**config.mk**
```make
export PLATFORM = sky130hd
export DESIGN_NAME = maxpooling_param_seq
export DESIGN_NICKNAME = d
export VERILOG_FILES = /design/src/rtl/cnn_pool_pkg.sv /design/src/rtl/pool_window_max.sv /design/src/rtl/maxpooling_param_seq.sv
export SDC_FILE = /design/constraint.sdc
export NUM_CORES = 1
export LEC_CHECK = 0
export BUFFER_PORTS_ARGS = -buffer_cell sky130_fd_sc_hd__buf_2
export CAP_MARGIN = 10
export CORE_AREA = 2 2 88 90
export CTS_CLUSTER_DIAMETER = 60
export DETAILED_ROUTE_END_ITERATION = 10
export DIE_AREA = 0 0 90 92
export PLACE_DENSITY = 0.81
export SLEW_MARGIN = 20
export SYNTH_ARGS = -nofsm -noshare
export SYNTH_HDL_FRONTEND = slang
export SYNTH_HIERARCHICAL = 1
export SYNTH_SLANG_ARGS = --single-unit
```
**constraint.sdc**
```tcl
create_clock -name clk -period 6.51 [get_ports clk]
set_clock_uncertainty 0.1 [all_clocks]
set_input_delay 1.302 -clock clk [delete_from_list [all_inputs] [get_ports clk]]
set_output_delay 1.302 -clock clk [all_outputs]
set_load 0.05 [all_outputs]
```
**src/rtl/cnn_pool_pkg.sv**
```systemverilog
// Shared definitions for the pooling blocks: FSM states, window geometry
// and the channel-counter width rule.
package cnn_pool_pkg;

    typedef enum logic {
        IDLE = 1'b0,
        RUN  = 1'b1
    } pool_state_t;

    // 2x2 window, stride 2
    localparam int POOL_K = 2;
    localparam int POOL_S = 2;

    // Channel counter width: $clog2(ch), never narrower than one bit
    function automatic int cnt_width(input int ch);
        return (ch <= 1) ? 1 : $clog2(ch);
    endfunction

endpackage

```
**src/rtl/pool_window_max.sv**
```systemverilog
// Combinational max of a 2x2 window; signed or unsigned compare.
module pool_window_max #(
    parameter int DATA_W = 1,
    parameter int SIGNED = 0
) (
    input  logic [DATA_W-1:0] a,
    input  logic [DATA_W-1:0] b,
    input  logic [DATA_W-1:0] c,
    input  logic [DATA_W-1:0] d,
    output logic [DATA_W-1:0] y
);

    function automatic logic gt(input logic [DATA_W-1:0] x, input logic [DATA_W-1:0] z);
        if (SIGNED != 0) return $signed(x) > $signed(z);
        else             return x > z;
    endfunction

    logic [DATA_W-1:0] m_top;
    logic [DATA_W-1:0] m_bot;

    // Pairwise tree reduction of the four window elements
    always_comb begin
        m_top = gt(a, b) ? a : b;
        m_bot = gt(c, d) ? c : d;
        y     = gt(m_top, m_bot) ? m_top : m_bot;
    end

endmodule

```
**src/rtl/maxpooling_param_seq.sv**
```systemverilog
// Sequential 2x2/stride-2 max pooling: one channel per clock after capture.
module maxpooling_param_seq
    import cnn_pool_pkg::*;
#(
    parameter int DATA_W = 1,
    parameter int COLS   = 8,
    parameter int CH     = 4,
    parameter int SIGNED = 0
) (
    input  logic                              clk,
    input  logic                              reset,
    input  logic                              start_flag,
    input  logic [CH*2*COLS*DATA_W-1:0]       in,
    output logic [CH*(COLS/2)*DATA_W-1:0]     out,
    output logic                              busy,
    output logic                              end_flag
);

    localparam int HALF     = COLS / POOL_S;
    localparam int CW       = cnt_width(CH);
    localparam int ROW_W    = COLS * DATA_W;
    localparam int CH_IN_W  = POOL_K * ROW_W;
    localparam int CH_OUT_W = HALF * DATA_W;

    if (COLS < 2 || (COLS % 2) != 0 || CH < 1 || DATA_W < 1) begin : g_param_err
        $fatal(1, "maxpooling_param_seq: illegal parameters");
    end

    pool_state_t             state;
    pool_state_t             state_n;
    logic [CW-1:0]           ch_cnt;
    logic [CH*CH_IN_W-1:0]   cap;
    logic [CH_IN_W-1:0]      cur_ch;
    logic [CH_OUT_W-1:0]     res;
    logic                    load;
    logic                    wr;
    logic                    last;

    // Channel mux: select the captured rows of channel ch_cnt
    always_comb begin
        cur_ch = '0;
        for (int unsigned i = 0; i < CH; i++) begin
            if (ch_cnt == CW'(i)) cur_ch = cap[i*CH_IN_W +: CH_IN_W];
        end
    end

    for (genvar j = 0; j < HALF; j++) begin : g_win
        pool_window_max #(
            .DATA_W (DATA_W),
            .SIGNED (SIGNED)
        ) u_win (
            .a (cur_ch[(POOL_S*j)*DATA_W         +: DATA_W]),
            .b (cur_ch[(POOL_S*j+1)*DATA_W       +: DATA_W]),
            .c (cur_ch[ROW_W + (POOL_S*j)*DATA_W   +: DATA_W]),
            .d (cur_ch[ROW_W + (POOL_S*j+1)*DATA_W +: DATA_W]),
            .y (res[j*DATA_W +: DATA_W])
        );
    end

    // State register
    always_ff @(posedge clk or negedge reset) begin
        if (!reset) state <= IDLE;
        else        state <= state_n;
    end

    // Next-state and datapath strobes
    always_comb begin
        state_n = state;
        load    = 1'b0;
        wr      = 1'b0;
        last    = 1'b0;
        case (state)
            IDLE: begin
                if (start_flag) begin
                    load    = 1'b1;
                    state_n = RUN;
                end
            end
            RUN: begin
                wr = 1'b1;
                if (ch_cnt == CW'(CH - 1)) begin
                    last    = 1'b1;
                    state_n = IDLE;
                end
            end
            default: state_n = IDLE;
        endcase
    end

    // Capture register, channel counter, result slices and status flags
    always_ff @(posedge clk or negedge reset) begin
        if (!reset) begin
            cap      <= '0;
            ch_cnt   <= '0;
            out      <= '0;
            busy     <= 1'b0;
            end_flag <= 1'b0;
        end else begin
            end_flag <= last;
            if (load) begin
                cap    <= in;
                ch_cnt <= '0;
                busy   <= 1'b1;
            end
            if (wr) begin
                for (int unsigned i = 0; i < CH; i++) begin
                    if (ch_cnt == CW'(i)) out[i*CH_OUT_W +: CH_OUT_W] <= res;
                end
                ch_cnt <= last ? '0 : ch_cnt + 1'b1;
                if (last) busy <= 1'b0;
            end
        end
    end

endmodule
```
==> flow_summary.yaml, run 1 <==
status:
  outcome: "finished clean"
hold_path:
  min_from: "out[9]"
  hold_path.class: "flop to flop"
  hold_end: "out[9]"
  hold_depth: 1
clock_network:
  postCtsHoldBufs: 0
  post_cts_buffers: 0
  clockBufferDepth: 2
  cts_buffers: 9
  ctsResizeCount: 0
  cts_max_level: 3
  cts_root_buffer: "clkbuf_8"
  insertion_delay_ns: 0.36
  cts_tree: "done"
  clk_pin_slew_ns: 0.09
  cts.sinks: 85
grt:
  grt.total_usage: 0.199
  grt.overflow.total: 0
  grt_max_degree: 86
  grt_pass1_wl_um: 12700
  antenna_found_initial: 0
  grt_pass1_vias: 2506
yosys:
  netlist_area_mm2: 0.00389
  synth_area_leaders: "dfrtp_1, mux2_4, mux2_2"
  yosysUniqueCellTypes: 24
  synth_top_cell_by_area: "dfrtp_1"
  ys_seq_area_frac: 0.547
  netlist.area_leader.share: 0.547
  yosys_warnings: 6
  ys_ff_latch: 85
  syn_inst: 273
  syn-num-nets: 344
  syn_avg_cell_area_um2: 14.3
timing:
  drv_slew: 0
  finalCriticalPeriod_ns: 2.96
  fmax_mhz: 337
  setup_viol_count_final: 0
  timing.setup.tns_ns: 0
  post-route-period-util: 0.455
  hold_viol: 0
  grt_setup_unrepaired: "false"
  slew_headroom: 0.302
  tightest_slew_ns: 1.04
route:
  vias_per_cell: 5.39
  via_count: 2481
  ant_nets: 0
  drc: 0
  routedWlPerCell_um: 16.9
  first_pass_iters: 4
  wirelength_um: 7780
  dr.first_iter.drc_count: 149
worst_setup_path:
  cp.arrival_ns: 3.11
  worstPathRequired_ns: 6.66
  worstReg2RegEnd: "out[1]"
  worst_setup_path_start_kind: "flop"
  critical_path_class: "flop to flop"
  r2r_cells: 6
  rr_startpoint: "ch_cnt[0]"
  r2r_slack_ns: 3.55
  cp_max_fo: 16
  setup.worst_path.end_class: "flop"
pwr:
  p_leak_nw: 1.97
  totalPowerFinal_mw: 2.28
  powerDensity_mw_per_mm2: 508
  peakVddDrop_uv: 192
floorplan:
  dieWidth_um: 90
  start_util: 0.523
  ios: 85
  die_h_um: 92
  coreArea_mm2: 0.00745
  die-area_mm2: 0.00828
  std_cell_rows: 32
placement:
  hpwl_um: 5370
  gp_congestion: 0.784
  post_dp_cell_area_mm2: 0.00429
  port-buffer-count: 84
final_layout:
  syn_to_final_growth_pct: 15.4
  diodes: 0
  layout_common_cells: "dfrtp_1, buf_2, mux2_2, mux2_4, nand2_1"
  final_cell_area_mm2: 0.00449
  layout.nets: 424
  drive_gt1_frac: 0.508
  final_common_cell: "dfrtp_1"
  fin_util: 0.603
run:
  cap_violations: 0
-- per-layer routing --
layer  part of all wire  track usage  wire, um
met5                  0            0         0
met3              0.043       0.0452       338
met4              0.016       0.0782       127
met1               0.49        0.288      3810
met2               0.45        0.293      3500
-- state kept, by name, indices dropped and copies added (netlist names) --
signal    cells
ch_cnt        2
state         1
busy          1
cap          64
end_flag      1
out          16
-- worst max path at each step --
stage                           from  endpoint  slack (ns)
after global routing       ch_cnt[0]    out[5]        3.37
after detailed placement  start_flag   cap[58]        3.53
after global placement    start_flag    cap[6]        3.57
after floorplan            ch_cnt[0]   out[10]        4.24
after CTS                  ch_cnt[0]    out[1]        3.56
final                      ch_cnt[0]    out[1]        3.55
-- synth_stat cells --
master     number
o2bb2ai_1       1
ha_1            4
o21ai_0         1
mux2_2         42
nand2b_1        2
nor2b_4         1
nand3b_1       16
or3_1           1
buf_8           1
o22ai_1        15
inv_1           3
clkinv_1        1
a31oi_1        16
or4_1           4
mux2_4         38
dfrtp_1        85
nor2_1          4
nand2_1        22
buf_2           4
buf_4           3
buf_6           1
clkbuf_1        3
o31ai_1         1
buf_12          4
-- area by class of cell --
type	count	area, um^2
Clock buffer	9	124
Clock inverter	7	75.1
Fill cell	628	2960
Inverter	4	15.0
Multi-Input combinational cell	168	1590
Sequential cell	85	2130
Tap cell	102	128
Timing Repair Buffer	85	434
-- logic make-up (layout without fill, tap and decap cells) --
family | count (synthesis) | count (layout) | synth area share
flip-flops | 85 | 85 | 0.547
multiplexers | 80 | 80 | 0.268
AND/OR/NAND/NOR | 50 | 50 | 0.0720
AO/OA/AOI/OAI | 34 | 34 | 0.0553
buffers and inverters | 20 | 105 | 0.0450
adder cells (fa/ha/maj) | 4 | 4 | 0.0129
-- per-stage QoR --
step	setup WS, ns	hold WS, ns	cells
2_1_floorplan	4.24	0.381	273
3_3_place_gp	3.57	0.383	444
3_5_place_dp	3.53	0.390	444
4_1_cts	3.56	0.411	460
5_1_grt	3.37	0.424	460
6_report	3.55	0.408	460
-- critical path: stages (launching register included) --
cell and delay [ns]:
dfrtp_1 0.40, inv_1 0.09, ha_1 0.26, nor2_1 0.80, a31oi_1 0.21, or4_1 0.69
mux2_2 0.30
-- report_power, final --
part / internal [mW] / total (mW) / switching (mW)
combinational: 0.488 / 0.980 / 0.493
clock: 0.178 / 0.374 / 0.196
sequential: 0.776 / 0.927 / 0.151
total: 1.44 / 2.28 / 0.840
Power figures use the tool's default switching activity.
==> inputs of run 2 (changes only) <==
CORE_AREA = 2 2 93 95   (was 2 2 88 90)
DIE_AREA = 0 0 95 97   (was 0 0 90 92)
PLACE_DENSITY = 0.77   (was 0.81)
clock period = 2.6 ns   (was 6.51 ns; I/O delays follow)
==> run 2 against run 1 <==
Effect of this change:
- core utilization decreased by 3.9 points
- sequential share of layout area decreased by 0.98 points
- sequential power rose to 2.5 times the previous value
- global-route usage fell by 1.2 points
- combinational power grew to 2.6 times the previous value
- total power grew to 2.6 times the previous value
- critical path depth is the same
- worst hold slack got worse by 0.37 ns
- critical endpoint is now out[5]
==> flow_summary.yaml, run 2 (synthesis results as in run 1) <==
status:
  outcome: "finished clean"
route:
  routedWlPerCell_um: 17.1
  ant_nets: 0
  drc: 0
  wirelength_um: 8040
  first_pass_iters: 4
  vias_per_cell: 5.29
  dr.first_iter.drc_count: 124
  via_count: 2482
pwr:
  p_leak_nw: 2.03
  powerDensity_mw_per_mm2: 1280
  peakVddDrop_uv: 455
clock_network:
  insertion_delay_ns: 0.35
  cts.sinks: 85
  clockBufferDepth: 2
  clk_pin_slew_ns: 0.08
  cts_root_buffer: "clkbuf_8"
  cts_buffers: 9
  cts_max_level: 3
  postCtsHoldBufs: 0
  cts_tree: "done"
  post_cts_buffers: 0
  ctsResizeCount: 1
final_layout:
  top_regs: "cap (64), out (16), ch_cnt (2)"
  final_common_cell: "dfrtp_1"
  layout.nets: 431
  syn_to_final_growth_pct: 17.9
  multi_input_area_mm2: 0.00159
  drive_gt1_frac: 0.516
  diodes: 0
  largest_reg_flops: 64
  final_cell_area_mm2: 0.00459
  layout_common_cells: "dfrtp_1, buf_2, mux2_2, mux2_4, nand2_1"
  top_register: "cap"
  seq_area_mm2: 0.00213
  fillCellCount: 683
  layoutNonFillerInstCount: 469
worst_setup_path:
  worstPathRequired_ns: 2.74
  critical_path_class: "flop to flop"
  crit_slowest_cell: "or4_1"
  r2r_cells: 6
  critical_path.max_stage_delay_ns: 0.60
  cp.arrival_ns: 2.62
  setup.worst_path.end_class: "flop"
  cp_max_fo: 15
  crit_chain: "ha_1, nand2b_2, o22ai_1, a31oi_1, or4_1, mux2_2"
  worst_setup_path_start_kind: "flop"
floorplan:
  die_h_um: 97
  coreArea_mm2: 0.00813
  die-area_mm2: 0.00922
  start_util: 0.478
  std_cell_rows: 33
  ios: 85
  dieWidth_um: 95
placement:
  port-buffer-count: 84
  post_dp_cell_area_mm2: 0.00437
  dpl.cell_count: 454
  hpwl_um: 6020
  gp_congestion: 0.754
  pre_cts_slack_ns: -0.00723
timing:
  hold_viol: 0
  post-route-period-util: 0.954
  drv_slew: 0
  tightest_slew_ns: 0.632
  finalWorstSetupSlack_ns: 0.119
  grt_setup_unrepaired: "false"
  finalCriticalPeriod_ns: 2.48
  fmax_mhz: 403
  timing.hold.ws_ns: 0.0330
  slew_headroom: 0.579
  setup_viol_count_final: 0
grt:
  antenna_found_initial: 0
  grt.total_usage: 0.187
  grt_pass1_vias: 2564
  grt.overflow.total: 0
  grt_max_degree: 48
  grt_pass1_wl_um: 13000
hold_path:
  hold_path.class: "input pin to async pin"
run:
  cap_violations: 0
-- run 2: worst paths after layout --
| kind | endpoint | slack [ns] | startpoint |
|---|---|---|---|
| worst max-delay path | out[5] | 0.12 | ch_cnt[0] |
| worst min-delay path | out[9] | 0.03 | reset |
| worst max register to register | out[5] | 0.12 | ch_cnt[0] |
| worst min register to register | out[10] | 0.40 | out[10] |
| max in group asynchronous | cap[6] | 1.75 | reset |
| min in group clk | cap[11] | 0.29 | in[11] |
-- run 2: layer usage --
layer  vias up  track usage  share of wire  wire, um
met5         -            0              0         0
met4         0       0.0803          0.023       182
met1      1224        0.272           0.48      3850
met3        16       0.0436          0.054       434
li1       1161            -              -         -
met2        81        0.270           0.44      3570
-- run 2: where the power goes --
| group | internal (mW) | switching (mW) | leakage (nW) |
|---|---|---|---|
| registers | 1.95 | 0.415 | 0.962 |
| clock network | 0.561 | 0.447 | 0.105 |
| logic | 1.27 | 1.23 | 0.960 |
-- run 2: area by class of cell --
cell class | instances | share of cell area
Clock buffer | 11 | 0.0308
Clock inverter | 4 | 0.0158
Inverter | 4 | 0.00327
Multi-Input combinational cell | 168 | 0.347
Sequential cell | 85 | 0.464
Tap cell | 105 | 0.0286
Timing Repair Buffer | 92 | 0.111
-- run 2: critical path, delay by kind of cell, from the launching register on --
family                     cells  cell delay (ns)
AOI/OAI and AO/OA              2             0.33
DFF                            1             0.42
and+or+nand+nor                2             0.94
adders and majority gates      1             0.26
muxes                          1             0.31
-- run 2: per-stage QoR --
| step | TNS [ns] | utilization | total power, mW |
|---|---|---|---|
| CTS | 0 | 0.564 | 5.90 |
| global placement | 0 | 0.537 | 4.78 |
| floorplan | 0 | - | 4.30 |
| global route | 0 | 0.564 | 6.22 |
| detailed placement | -0.0151 | 0.537 | 4.89 |
| finish | 0 | 0.564 | 5.87 |
==> inputs of run 3 (changes only) <==
CORE_AREA = 2 2 88 90   (was 2 2 93 95)
DIE_AREA = 0 0 90 92   (was 0 0 95 97)
PLACE_DENSITY = 0.81   (was 0.77)
clock period = 3 ns   (was 2.6 ns; I/O delays follow)
==> run 3 against run 2 <==
Effect of this change:
- worst hold slack improved by 0.10 ns
- clock power fell by 18%
- critical path type unchanged
- setup slack improved by 0.21 ns
- design area fell by 0.82%
==> flow_summary.yaml, run 3 (synthesis results as in run 1) <==
placement:
  dpl.cell_count: 449
  gp_congestion: 0.787
  hpwl_um: 6000
  post_dp_cell_area_mm2: 0.00434
  port-buffer-count: 84
route:
  vias_per_cell: 5.34
  routedWlPerCell_um: 17.3
  dr.first_iter.drc_count: 113
  first_pass_iters: 4
  via_count: 2482
  ant_nets: 0
  wirelength_um: 8050
  drc: 0
clock_network:
  postCtsHoldBufs: 0
  cts_root_buffer: "clkbuf_8"
  cts_max_level: 3
  clockBufferDepth: 2
  cts_buffers: 9
  cts.sinks: 85
  insertion_delay_ns: 0.35
  clk_pin_slew_ns: 0.08
  cts_tree: "done"
  ctsResizeCount: 0
  post_cts_buffers: 0
floorplan:
  die_h_um: 92
  std_cell_rows: 32
  start_util: 0.523
  die-area_mm2: 0.00828
  ios: 85
  dieWidth_um: 90
  coreArea_mm2: 0.00745
pwr:
  powerDensity_mw_per_mm2: 1100
  p_leak_nw: 2.01
  totalPowerFinal_mw: 5.03
  peakVddDrop_uv: 465
timing:
  finalCriticalPeriod_ns: 2.67
  fmax_mhz: 375
  slew_headroom: 0.429
  setup_viol_count_final: 0
  hold_viol: 0
  post-route-period-util: 0.889
  timing.setup.tns_ns: 0
  grt_setup_unrepaired: "false"
  tightest_slew_ns: 0.856
  drv_slew: 0
final_layout:
  layout_common_cells: "dfrtp_1, buf_2, mux2_2, mux2_4, nand2_1"
  drive_gt1_frac: 0.515
  syn_to_final_growth_pct: 16.9
  layoutNonFillerInstCount: 465
  largest_reg_flops: 64
  final_cell_area_mm2: 0.00455
  final_common_cell: "dfrtp_1"
  fillCellCount: 588
  top_register: "cap"
  seq_area_mm2: 0.00213
  layout.nets: 429
  multi_input_area_mm2: 0.00159
  top_regs: "cap (64), out (16), ch_cnt (2)"
  fin_util: 0.611
  diodes: 0
grt:
  antenna_found_initial: 0
  grt_pass1_wl_um: 13400
  grt_max_degree: 45
  grt.total_usage: 0.208
  grt_pass1_vias: 2561
  grt.overflow.total: 0
worst_setup_path:
  setup.worst_path.end_class: "flop"
  crit_slowest_cell: "ha_1"
  worstPathRequired_ns: 3.14
  crit_chain: "inv_1, ha_1, nand3b_1, a31oi_1, or4_1, mux2_2"
  cp.arrival_ns: 2.81
  crit_family: "simple AND/OR/NAND/NOR gates"
  cp_max_fo: 33
  critical_path.max_stage_delay_ns: 0.72
  critical_path_class: "flop to flop"
  worst-path-buf-inv: 1
  worst_setup_path_start_kind: "flop"
hold_path:
  hold_path.class: "input pin to async pin"
run:
  cap_violations: 0
status:
  outcome: "finished clean"
## run 3: cell type report
| cell class | count | area share |
|---|---|---|
| Clock buffer | 11 | 0.0333 |
| Clock inverter | 5 | 0.0129 |
| Inverter | 4 | 0.00330 |
| Multi-Input combinational cell | 168 | 0.349 |
| Sequential cell | 85 | 0.468 |
| Tap cell | 102 | 0.0281 |
| Timing Repair Buffer | 90 | 0.106 |
## run 3: metal layers
layer,share of wire,track usage
met3,0.048,0.0394
met5,0,0
met2,0.45,0.301
met4,0.018,0.0744
met1,0.48,0.313
## run 3: path summary, 6_finish.rpt
path / cells past startpoint / slack, ns / end / startpoint
max: 6 / 0.33 / out[9] / ch_cnt[1]
min: 1 / 0.13 / cap[40] / reset
max reg2reg: 6 / 0.33 / out[9] / ch_cnt[1]
min reg2reg: 1 / 0.41 / out[0] / out[0]
max in group asynchronous: 2 / 2.05 / cap[25] / reset
min in group clk: 2 / 0.37 / cap[59] / in[59]
## run 3: per-stage QoR
stage	hold slack (ns)	worst slack, ns
2_1_floorplan	0.204	0.725
3_3_place_gp	0.372	0.410
3_5_place_dp	0.394	0.357
4_1_cts	0.145	0.345
5_1_grt	0.175	0.154
6_report	0.134	0.334
## run 3: worst register-to-register path, stage by stage (launching register included)
cell and delay, ns:
dfrtp_1 0.40, inv_1 0.10, ha_1 0.72, nand3b_1 0.20, a31oi_1 0.10, or4_1 0.62
mux2_2 0.31
## run 3: power by group
| group | total [mW] | switching [mW] | internal (mW) | leakage, nW |
|---|---|---|---|---|
| Clock | 0.832 | 0.402 | 0.430 | 0.102 |
| Sequential | 2.06 | 0.371 | 1.69 | 0.962 |
| Combinational | 2.14 | 1.06 | 1.08 | 0.947 |
| Total | 5.03 | 1.83 | 3.20 | 2.01 |
